<file path="src/rtl/dmem_arbiter_if.sv">
// Bundles the core, ext and data-memory sides of the data-memory arbiter.
// The arbiter uses the slave modport; requesters and the memory use master.
interface dmem_arbiter_if #(
  parameter int DATA_WIDTH = 32
);
  logic                  core_req;
  logic                  core_we;
  logic [DATA_WIDTH-1:0] core_addr;
  logic [DATA_WIDTH-1:0] core_wd;
  logic [2:0]            core_funct3;
  logic [DATA_WIDTH-1:0] core_rdata;
  logic                  stall_core;

  logic                  ext_req;
  logic                  ext_we;
  logic [DATA_WIDTH-1:0] ext_addr;
  logic [DATA_WIDTH-1:0] ext_wd;
  logic [2:0]            ext_funct3;
  logic                  ext_gnt;
  logic                  ext_rvalid;
  logic [DATA_WIDTH-1:0] ext_rdata;

  logic                  mem_we;
  logic [DATA_WIDTH-1:0] mem_addr;
  logic [DATA_WIDTH-1:0] mem_wd;
  logic [2:0]            mem_funct3;
  logic [DATA_WIDTH-1:0] mem_rd;

  modport slave (
    input  core_req, core_we, core_addr, core_wd, core_funct3,
    output core_rdata, stall_core,
    input  ext_req, ext_we, ext_addr, ext_wd, ext_funct3,
    output ext_gnt, ext_rvalid, ext_rdata,
    output mem_we, mem_addr, mem_wd, mem_funct3,
    input  mem_rd
  );

  modport master (
    output core_req, core_we, core_addr, core_wd, core_funct3,
    input  core_rdata, stall_core,
    output ext_req, ext_we, ext_addr, ext_wd, ext_funct3,
    input  ext_gnt, ext_rvalid, ext_rdata,
    input  mem_we, mem_addr, mem_wd, mem_funct3,
    output mem_rd
  );
endinterface

</file>
<file path="src/rtl/dmem_arbiter.sv">
// Single-port data-memory arbiter: core has priority, ext is force-granted
// after STARVE_LIMIT cycles of waiting behind a busy core.
module dmem_arbiter #(
  parameter int DATA_WIDTH   = 32,
  parameter int STARVE_LIMIT = 4
) (
  input  logic           clk,
  input  logic           rst,
  dmem_arbiter_if.slave  bus
);

  localparam logic [3:0] LIMIT = 4'(STARVE_LIMIT);

  // Down-counter of cycles ext may still wait; terminal count forces a grant.
  logic [3:0]            starve_left;
  logic                  starve_tc;
  logic                  ext_gnt_c;
  logic                  ext_rd_gnt;
  logic                  ext_rvalid_q;
  logic [DATA_WIDTH-1:0] ext_rdata_q;

  assign starve_tc  = (starve_left == 4'd0);
  assign ext_gnt_c  = !rst && bus.ext_req && (!bus.core_req || starve_tc);
  assign ext_rd_gnt = ext_gnt_c && !bus.ext_we;

  always_comb begin
    bus.ext_gnt    = ext_gnt_c;
    bus.stall_core = bus.core_req && ext_gnt_c;
    bus.core_rdata = bus.mem_rd;
    bus.ext_rvalid = ext_rvalid_q;
    bus.ext_rdata  = ext_rdata_q;
    bus.mem_we     = 1'b0;
    bus.mem_addr   = bus.core_addr;
    bus.mem_wd     = bus.core_wd;
    bus.mem_funct3 = bus.core_funct3;
    if (ext_gnt_c) begin
      bus.mem_we     = bus.ext_we;
      bus.mem_addr   = bus.ext_addr;
      bus.mem_wd     = bus.ext_wd;
      bus.mem_funct3 = bus.ext_funct3;
    end else if (!rst) begin
      bus.mem_we     = bus.core_req && bus.core_we;
    end
  end

  always_ff @(posedge clk) begin
    if (rst) begin
      starve_left  <= LIMIT;
      ext_rvalid_q <= 1'b0;
      ext_rdata_q  <= '0;
    end else begin
      if (ext_gnt_c || !bus.ext_req)
        starve_left <= LIMIT;
      else if (bus.core_req && !starve_tc)
        starve_left <= starve_left - 4'd1;
      ext_rvalid_q <= ext_rd_gnt;
      if (ext_rd_gnt)
        ext_rdata_q <= bus.mem_rd;
    end
  end

endmodule

</file>
<file path="src/flat_wrapper.sv">
// flat-port wrapper written by rule: the top's interface ports become plain ports
module dmem_arbiter_flat 
#(
  parameter int DATA_WIDTH   = 32,
  parameter int STARVE_LIMIT = 4
)
  (clk, rst, bus_core_req, bus_core_we, bus_core_addr, bus_core_wd, bus_core_funct3, bus_core_rdata, bus_stall_core, bus_ext_req, bus_ext_we, bus_ext_addr, bus_ext_wd, bus_ext_funct3, bus_ext_gnt, bus_ext_rvalid, bus_ext_rdata, bus_mem_we, bus_mem_addr, bus_mem_wd, bus_mem_funct3, bus_mem_rd);
  dmem_arbiter_if #(.DATA_WIDTH(DATA_WIDTH)) bus_i ();
  input  logic clk;
  input  logic rst;
  input wire logic [$bits(bus_i.core_req)-1:0] bus_core_req;
  input wire logic [$bits(bus_i.core_we)-1:0] bus_core_we;
  input wire logic [$bits(bus_i.core_addr)-1:0] bus_core_addr;
  input wire logic [$bits(bus_i.core_wd)-1:0] bus_core_wd;
  input wire logic [$bits(bus_i.core_funct3)-1:0] bus_core_funct3;
  output wire logic [$bits(bus_i.core_rdata)-1:0] bus_core_rdata;
  output wire logic [$bits(bus_i.stall_core)-1:0] bus_stall_core;
  input wire logic [$bits(bus_i.ext_req)-1:0] bus_ext_req;
  input wire logic [$bits(bus_i.ext_we)-1:0] bus_ext_we;
  input wire logic [$bits(bus_i.ext_addr)-1:0] bus_ext_addr;
  input wire logic [$bits(bus_i.ext_wd)-1:0] bus_ext_wd;
  input wire logic [$bits(bus_i.ext_funct3)-1:0] bus_ext_funct3;
  output wire logic [$bits(bus_i.ext_gnt)-1:0] bus_ext_gnt;
  output wire logic [$bits(bus_i.ext_rvalid)-1:0] bus_ext_rvalid;
  output wire logic [$bits(bus_i.ext_rdata)-1:0] bus_ext_rdata;
  output wire logic [$bits(bus_i.mem_we)-1:0] bus_mem_we;
  output wire logic [$bits(bus_i.mem_addr)-1:0] bus_mem_addr;
  output wire logic [$bits(bus_i.mem_wd)-1:0] bus_mem_wd;
  output wire logic [$bits(bus_i.mem_funct3)-1:0] bus_mem_funct3;
  input wire logic [$bits(bus_i.mem_rd)-1:0] bus_mem_rd;
  assign bus_i.core_req = bus_core_req;
  assign bus_i.core_we = bus_core_we;
  assign bus_i.core_addr = bus_core_addr;
  assign bus_i.core_wd = bus_core_wd;
  assign bus_i.core_funct3 = bus_core_funct3;
  assign bus_core_rdata = bus_i.core_rdata;
  assign bus_stall_core = bus_i.stall_core;
  assign bus_i.ext_req = bus_ext_req;
  assign bus_i.ext_we = bus_ext_we;
  assign bus_i.ext_addr = bus_ext_addr;
  assign bus_i.ext_wd = bus_ext_wd;
  assign bus_i.ext_funct3 = bus_ext_funct3;
  assign bus_ext_gnt = bus_i.ext_gnt;
  assign bus_ext_rvalid = bus_i.ext_rvalid;
  assign bus_ext_rdata = bus_i.ext_rdata;
  assign bus_mem_we = bus_i.mem_we;
  assign bus_mem_addr = bus_i.mem_addr;
  assign bus_mem_wd = bus_i.mem_wd;
  assign bus_mem_funct3 = bus_i.mem_funct3;
  assign bus_i.mem_rd = bus_mem_rd;
  dmem_arbiter #(.DATA_WIDTH(DATA_WIDTH), .STARVE_LIMIT(STARVE_LIMIT)) u_core (.clk(clk), .rst(rst), .bus(bus_i));
endmodule
</file>
<file path="config.mk">
export PLATFORM = sky130hd
export DESIGN_NAME = dmem_arbiter_flat
export DESIGN_NICKNAME = d
export VERILOG_FILES = /design/src/rtl/dmem_arbiter_if.sv /design/src/rtl/dmem_arbiter.sv /design/src/flat_wrapper.sv
export SDC_FILE = /design/constraint.sdc
export NUM_CORES = 1
export LEC_CHECK = 0
export CAP_MARGIN = 20
export CORE_AREA = 2 2 119 121
export DETAILED_ROUTE_END_ITERATION = 7
export DIE_AREA = 0 0 121 123
export PLACE_DENSITY = 0.72
export SLEW_MARGIN = 20
export SYNTH_ARGS = -nofsm -noshare
export SYNTH_HDL_FRONTEND = slang
export SYNTH_SLANG_ARGS = --single-unit
</file>
<file path="constraint.sdc">
create_clock -name clk -period 2.2 [get_ports clk]
set_clock_uncertainty 0.05 [all_clocks]
set_input_delay 0.22 -clock clk [delete_from_list [all_inputs] [get_ports clk]]
set_output_delay 0.22 -clock clk [all_outputs]
set_load 0.03 [all_outputs]
</file>
==> Yosys cells after proc, flatten, opt, wreduce, memory -nomap -nowiden <==
Index checks and enable logic that the tools add are counted.
{ "word_totals": {"in_bits": 172, "reg_bits": 37} }
{ "op_classes": {"n_addsub": 1, "n_reduce_logical": 15, "mux": 5} }
{ "op_table": {"columns": ["operator", "n"], "rows": [
  ["$mux W32", 2],
  ["$logic_and A1 B1 Y1", 6],
  ["$logic_not A1 Y1", 5],
  ["$logic_not A4 Y1", 1],
  ["$sub A4 B1 Y4 const B", 1],
  ["$mux W3", 1],
  ["$logic_or A1 B1 Y1", 2],
  ["$mux W1", 2],
  ["$reduce_or A2 Y1", 1]
]} }

==> Depth between registers and ports, before layout <==
{ "logic_depth": {"word_depth": 5, "ltp_mapped": 7, "ltp_nobuf": 5} }

==> Worst setup path before layout <==
No wires, ideal clock.
{ "synth_path": {"path_kind": "reg2out", "start": "reg u_core.starve_left[0]", "end": "out bus_mem_addr[23]", "n_path_buf": 1, "arrival_time_ns": 1.985, "t_required_ns": 1.930, "slack_ns": -0.055, "stages_incl_launch_ff": 7, "path_cell_list": "dfxtp_1 inv_1 ha_1 or3b_4 a21boi_1 buf_2 mux2_2"} }
{ "synth_via": {"elab_chain_cells": 4} }
{ "synth_rtl": {"columns": ["element", "line_no", "text"], "rows": [
  ["start, declared", "dmem_arbiter.sv:15", "logic [3:0] starve_left;"],
  ["start signal, assigned", "dmem_arbiter.sv:55", "starve_left <= starve_left - 4'd1;"],
  ["$logic_not A4 Y1", "dmem_arbiter.sv:22", "assign starve_tc = (starve_left == 4'd0);"],
  ["$logic_or A1 B1 Y1", "dmem_arbiter.sv:23", "assign ext_gnt_c = !rst && bus.ext_req && (!bus.core_req || starve_tc);"],
  ["$logic_and A1 B1 Y1", "dmem_arbiter.sv:23", null],
  ["named net bus_ext_gnt", "flat_wrapper.sv:23", "output wire logic [$bits(bus_i.ext_gnt)-1:0] bus_ext_gnt;"],
  ["$mux W32", "dmem_arbiter.sv:36", "if (ext_gnt_c) begin"],
  ["end, declared", "flat_wrapper.sv:27", "output wire logic [$bits(bus_i.mem_addr)-1:0] bus_mem_addr;"]
]} }
The timed path passes the listed nets, and every way through them passes these cells.

==> Worst setup path after layout <==
{ "layout_path": {"start": "reg u_core.starve_left[1]", "end": "out bus_mem_addr[4]"} }
{ "layout_via": {"elab_chain_cells": 4} }
{ "layout_rtl": {"columns": ["element", "line_no"], "rows": [
  ["$logic_not A4 Y1", "dmem_arbiter.sv:22"],
  ["$logic_or A1 B1 Y1", "dmem_arbiter.sv:23"],
  ["$logic_and A1 B1 Y1", "dmem_arbiter.sv:23"],
  ["$mux W32", "dmem_arbiter.sv:36"]
]} }
No other way between the ends.

==> metrics.csv <==
metric,value,unit
placed cells,689,
clock transition at the registers of the reported paths,0.05,ns
fin worst setup slack,-0.382,ns
die width,121,um
GRT Overall Usage,15.6,%
total grt overflow,0,
worst stage delay on the critical path,0.40,ns
max-slew violation count,0,
wire length of the first global-routing pass,17700,um
Initial DRC Count,49,
buffer depth of the longest clock path,2,
die height,123,um
total of max-cap violations,0,
GPL Wtd Cong,0.808,
status,"complete, but fails checks",
PwrDens,439,nW/um^2
LEAKAGE,2.85,nW
Clock Power Share,29.0,%
Hold Crit Class,reg2reg,
Setup crit end kind,output port,
Synth Area in Compound Gates,0.714,%
routed len/inst,17.8,um
CORE AREA,13600,sq um
Post-synth EDFFs,0,
IO buf count,306,
vias in the first global route,3106,
post-layout min period,2.58,ns
wl on met1,5230,um
Mapped Cells,235,
Comb pwr share,46.5,%
final wirelength,13000,um
# setup viols final,103,
Overall Power,0.00289,W
Via-to-Cell Ratio,4.04,
initial antenna violation count,0,
Net Sw Frac,29.8,%
Power Internal,0.00203,W
worst slack at placement,-0.464,ns
startpoint types,flop,
syn_nets,408,
Critical path buffers and inverters,5,
area delta synth->final,150,%
RSZ-0062 raised after global routing,yes,
Worst Min Path Start,u_core.starve_left[3],
top layer in use,met4,
xor-xnor portion of the synthesized cell area,0.666,%
crit-path max FO,9,
Peak supply drop,0.000240,V
Flop pwr share,24.6,%
starting density of the core,19.3,%
R2R setup slack,-0.33,ns
Switch Pwr,0.000864,W
ys flop type,dfxtp_1,
DP HPWL,9680,um
Synth Register Bits,37,
Via Count,2952,
Yosys top cell by area,mux2_2,
Synth top area share,30.4,%
"CP delay by family, top",buffers and inverters,
met3 wire len,1240,um
total CTS buffers,5,
Final nets,722,
FF-to-FF End,u_core.bus.ext_rdata[24],
"Period Utilization, post-route",117,%
adder-cell share of the synthesized area,0.476,%
mux contribution to synthesized area,47.0,%
hold endpoint,u_core.starve_left[3],
YS warnings,0,
Clock Latency Late Sink,0.27,ns
"top cells by count, synth","71 x mux2_2, 37 x dfxtp_1, 33 x nor2b_1, 32 x buf_4, 29 x mux2_4",
Fmax,0.387,GHz
Remaining DRCs,0,
dpl cell area,5680,sq um
number of routed nets with antenna violations,0,
row count,43,
hold buffer count at CTS,0,
Worst R2R Start,u_core.starve_left[1],
"count leader, synth",mux2_2,
# diodes,0,
I/O Pins,307,
slowest CP cell,or3b_4,
drt first pass iters,6,
CP cell instances,inv_2 -> ha_4 -> or3b_4 -> a21boi_4 -> buf_12 -> buf_6 -> clkbuf_16 -> mux2_2 -> buf_4,
clk sinks,37,
failing checks,setup timing,
Yosys cell types,20,
worst slew pin tran,0.405,ns
Simple-Gate Fraction of Synth Area,9.85,%
"Seq/Total Area, Yosys",28.2,%
mean post-synth cell area,11.2,sq um
Post-Layout Cell Count,730,
Die Area,14900,sq um
largest net degree at the start of global routing,35,
"Hold Vio Cnt, Final",0,
Post-Syn Area,2630,sq um
post-synthesis async set-or-reset flop share,0,%
final core occ,48.4,%
main combinational cell family by area after synthesis,multiplexers,
htree depth,2,
Root Driver,clkbuf_16,
Setup CP Type,reg2out,
synth top area cells,"mux2_2 30%, dfxtp_1 28%, mux2_4 17%, buf_4 9.1%, nor2b_1 7.8%",
layout cells sized above 1,42.4,%
hold path depth,2,
Final Cell Area,6590,sq um
max_slew headroom,73.0,%
Worst Path Required,1.93,ns
reg2reg path depth,9,
Routed met2 length,6390,um
CTS tree,yes,
critical path arrival,2.31,ns
## layout make-up
type	instances	area, sq um
clock buffer	7	143
fill	1249	7030
timing repair buffer	353	3690
inverter	4	15.0
tap	180	225
multi-input combinational	148	1740
clock inverter	1	30.0
sequential	37	743
## logic make-up (layout without fill, tap and decap cells)
family / after synthesis / count (layout)
adder cells (fa/ha/maj): 1 / 1
AO/OA/AOI/OAI: 2 / 2
flip-flops: 37 / 37
XOR/XNOR: 2 / 2
buffers and inverters: 50 / 365
multiplexers: 100 / 100
AND/OR/NAND/NOR: 43 / 43
## layer usage
metal	vias up	GRT usage (%)
met5	-	0
met4	0	2.98
met3	12	4.89
met2	158	28.1
met1	1384	18.2
li1	1398	-
## repair_timing
action / CTS / global route
endpoints found under the setup margin: 101 / 102
gates resized for setup: 319 / 101
cloned: 5 / 1
buffers inserted: 13 / 16
pin swaps: 2 / 3
## worst register-to-register path, stage by stage, from the launching register on
cell and delay, ns:
dfxtp_2 0.32, inv_2 0.06, ha_4 0.12, or3b_4 0.40, buf_4 0.15, buf_6 0.10
buf_6 0.11, a2111o_2 0.60, buf_16 0.22, mux2_4 0.29
## sequential cells by signal (all words and copies together), names as in the netlist
signal	flops
u_core.bus.ext_rdata	32
u_core.bus.ext_rvalid	1
u_core.starve_left	4
## stage by stage
step	hold slack, ns	setup TNS [ns]
6_report	0.491	-31.27
2_1_floorplan	0.244	0
4_1_cts	0.455	-25.20
3_5_place_dp	0.457	-27.74
5_1_grt	0.534	-37.16
3_3_place_gp	0.442	-26.78
## how the worst max path moves through the flow
stage                               start          endpoint  slack, ns  cells past startpoint
global placement                      rst    bus_mem_wd[22]      -0.46                      6
floorplan           u_core.starve_left[0]  bus_mem_addr[23]       0.03                      6
finish              u_core.starve_left[1]   bus_mem_addr[4]      -0.38                      9
global route        u_core.starve_left[1]   bus_mem_addr[0]      -0.43                      9
detailed placement  u_core.starve_left[0]    bus_mem_wd[22]      -0.46                      7
CTS                 u_core.starve_left[0]    bus_mem_wd[23]      -0.44                      9
## placed cells by master (no fill, tap or decap), drive strengths merged
master / synthesis / layout
a2111o: 1 / 1
a21boi: 1 / 1
and2: 1 / 1
buf: 43 / 116
bufinv: 0 / 1
clkbuf: 3 / 8
clkdlybuf4s50: 0 / 236
dfxtp: 37 / 37
ha: 1 / 1
inv: 4 / 4
mux2: 100 / 100
nand2: 1 / 1
nand3: 1 / 1
nand4: 1 / 1
nor2: 4 / 4
nor2b: 33 / 33
nor3: 1 / 1
or3b: 1 / 1
xnor2: 2 / 2
## power by group through the flow
| stage | sequential, W | combinational (W) | clock [W] |
|---|---|---|---|
| floorplan | 0.000772 | 0.000518 | 0 |
| global placement | 0.000723 | 0.00117 | 0 |
| detailed placement | 0.000724 | 0.00117 | 0 |
| CTS | 0.000711 | 0.00126 | 0.000864 |
| global route | 0.000713 | 0.00140 | 0.000893 |
| finish | 0.000711 | 0.00134 | 0.000839 |
Note: power is estimated with default switching activity, not from simulation.
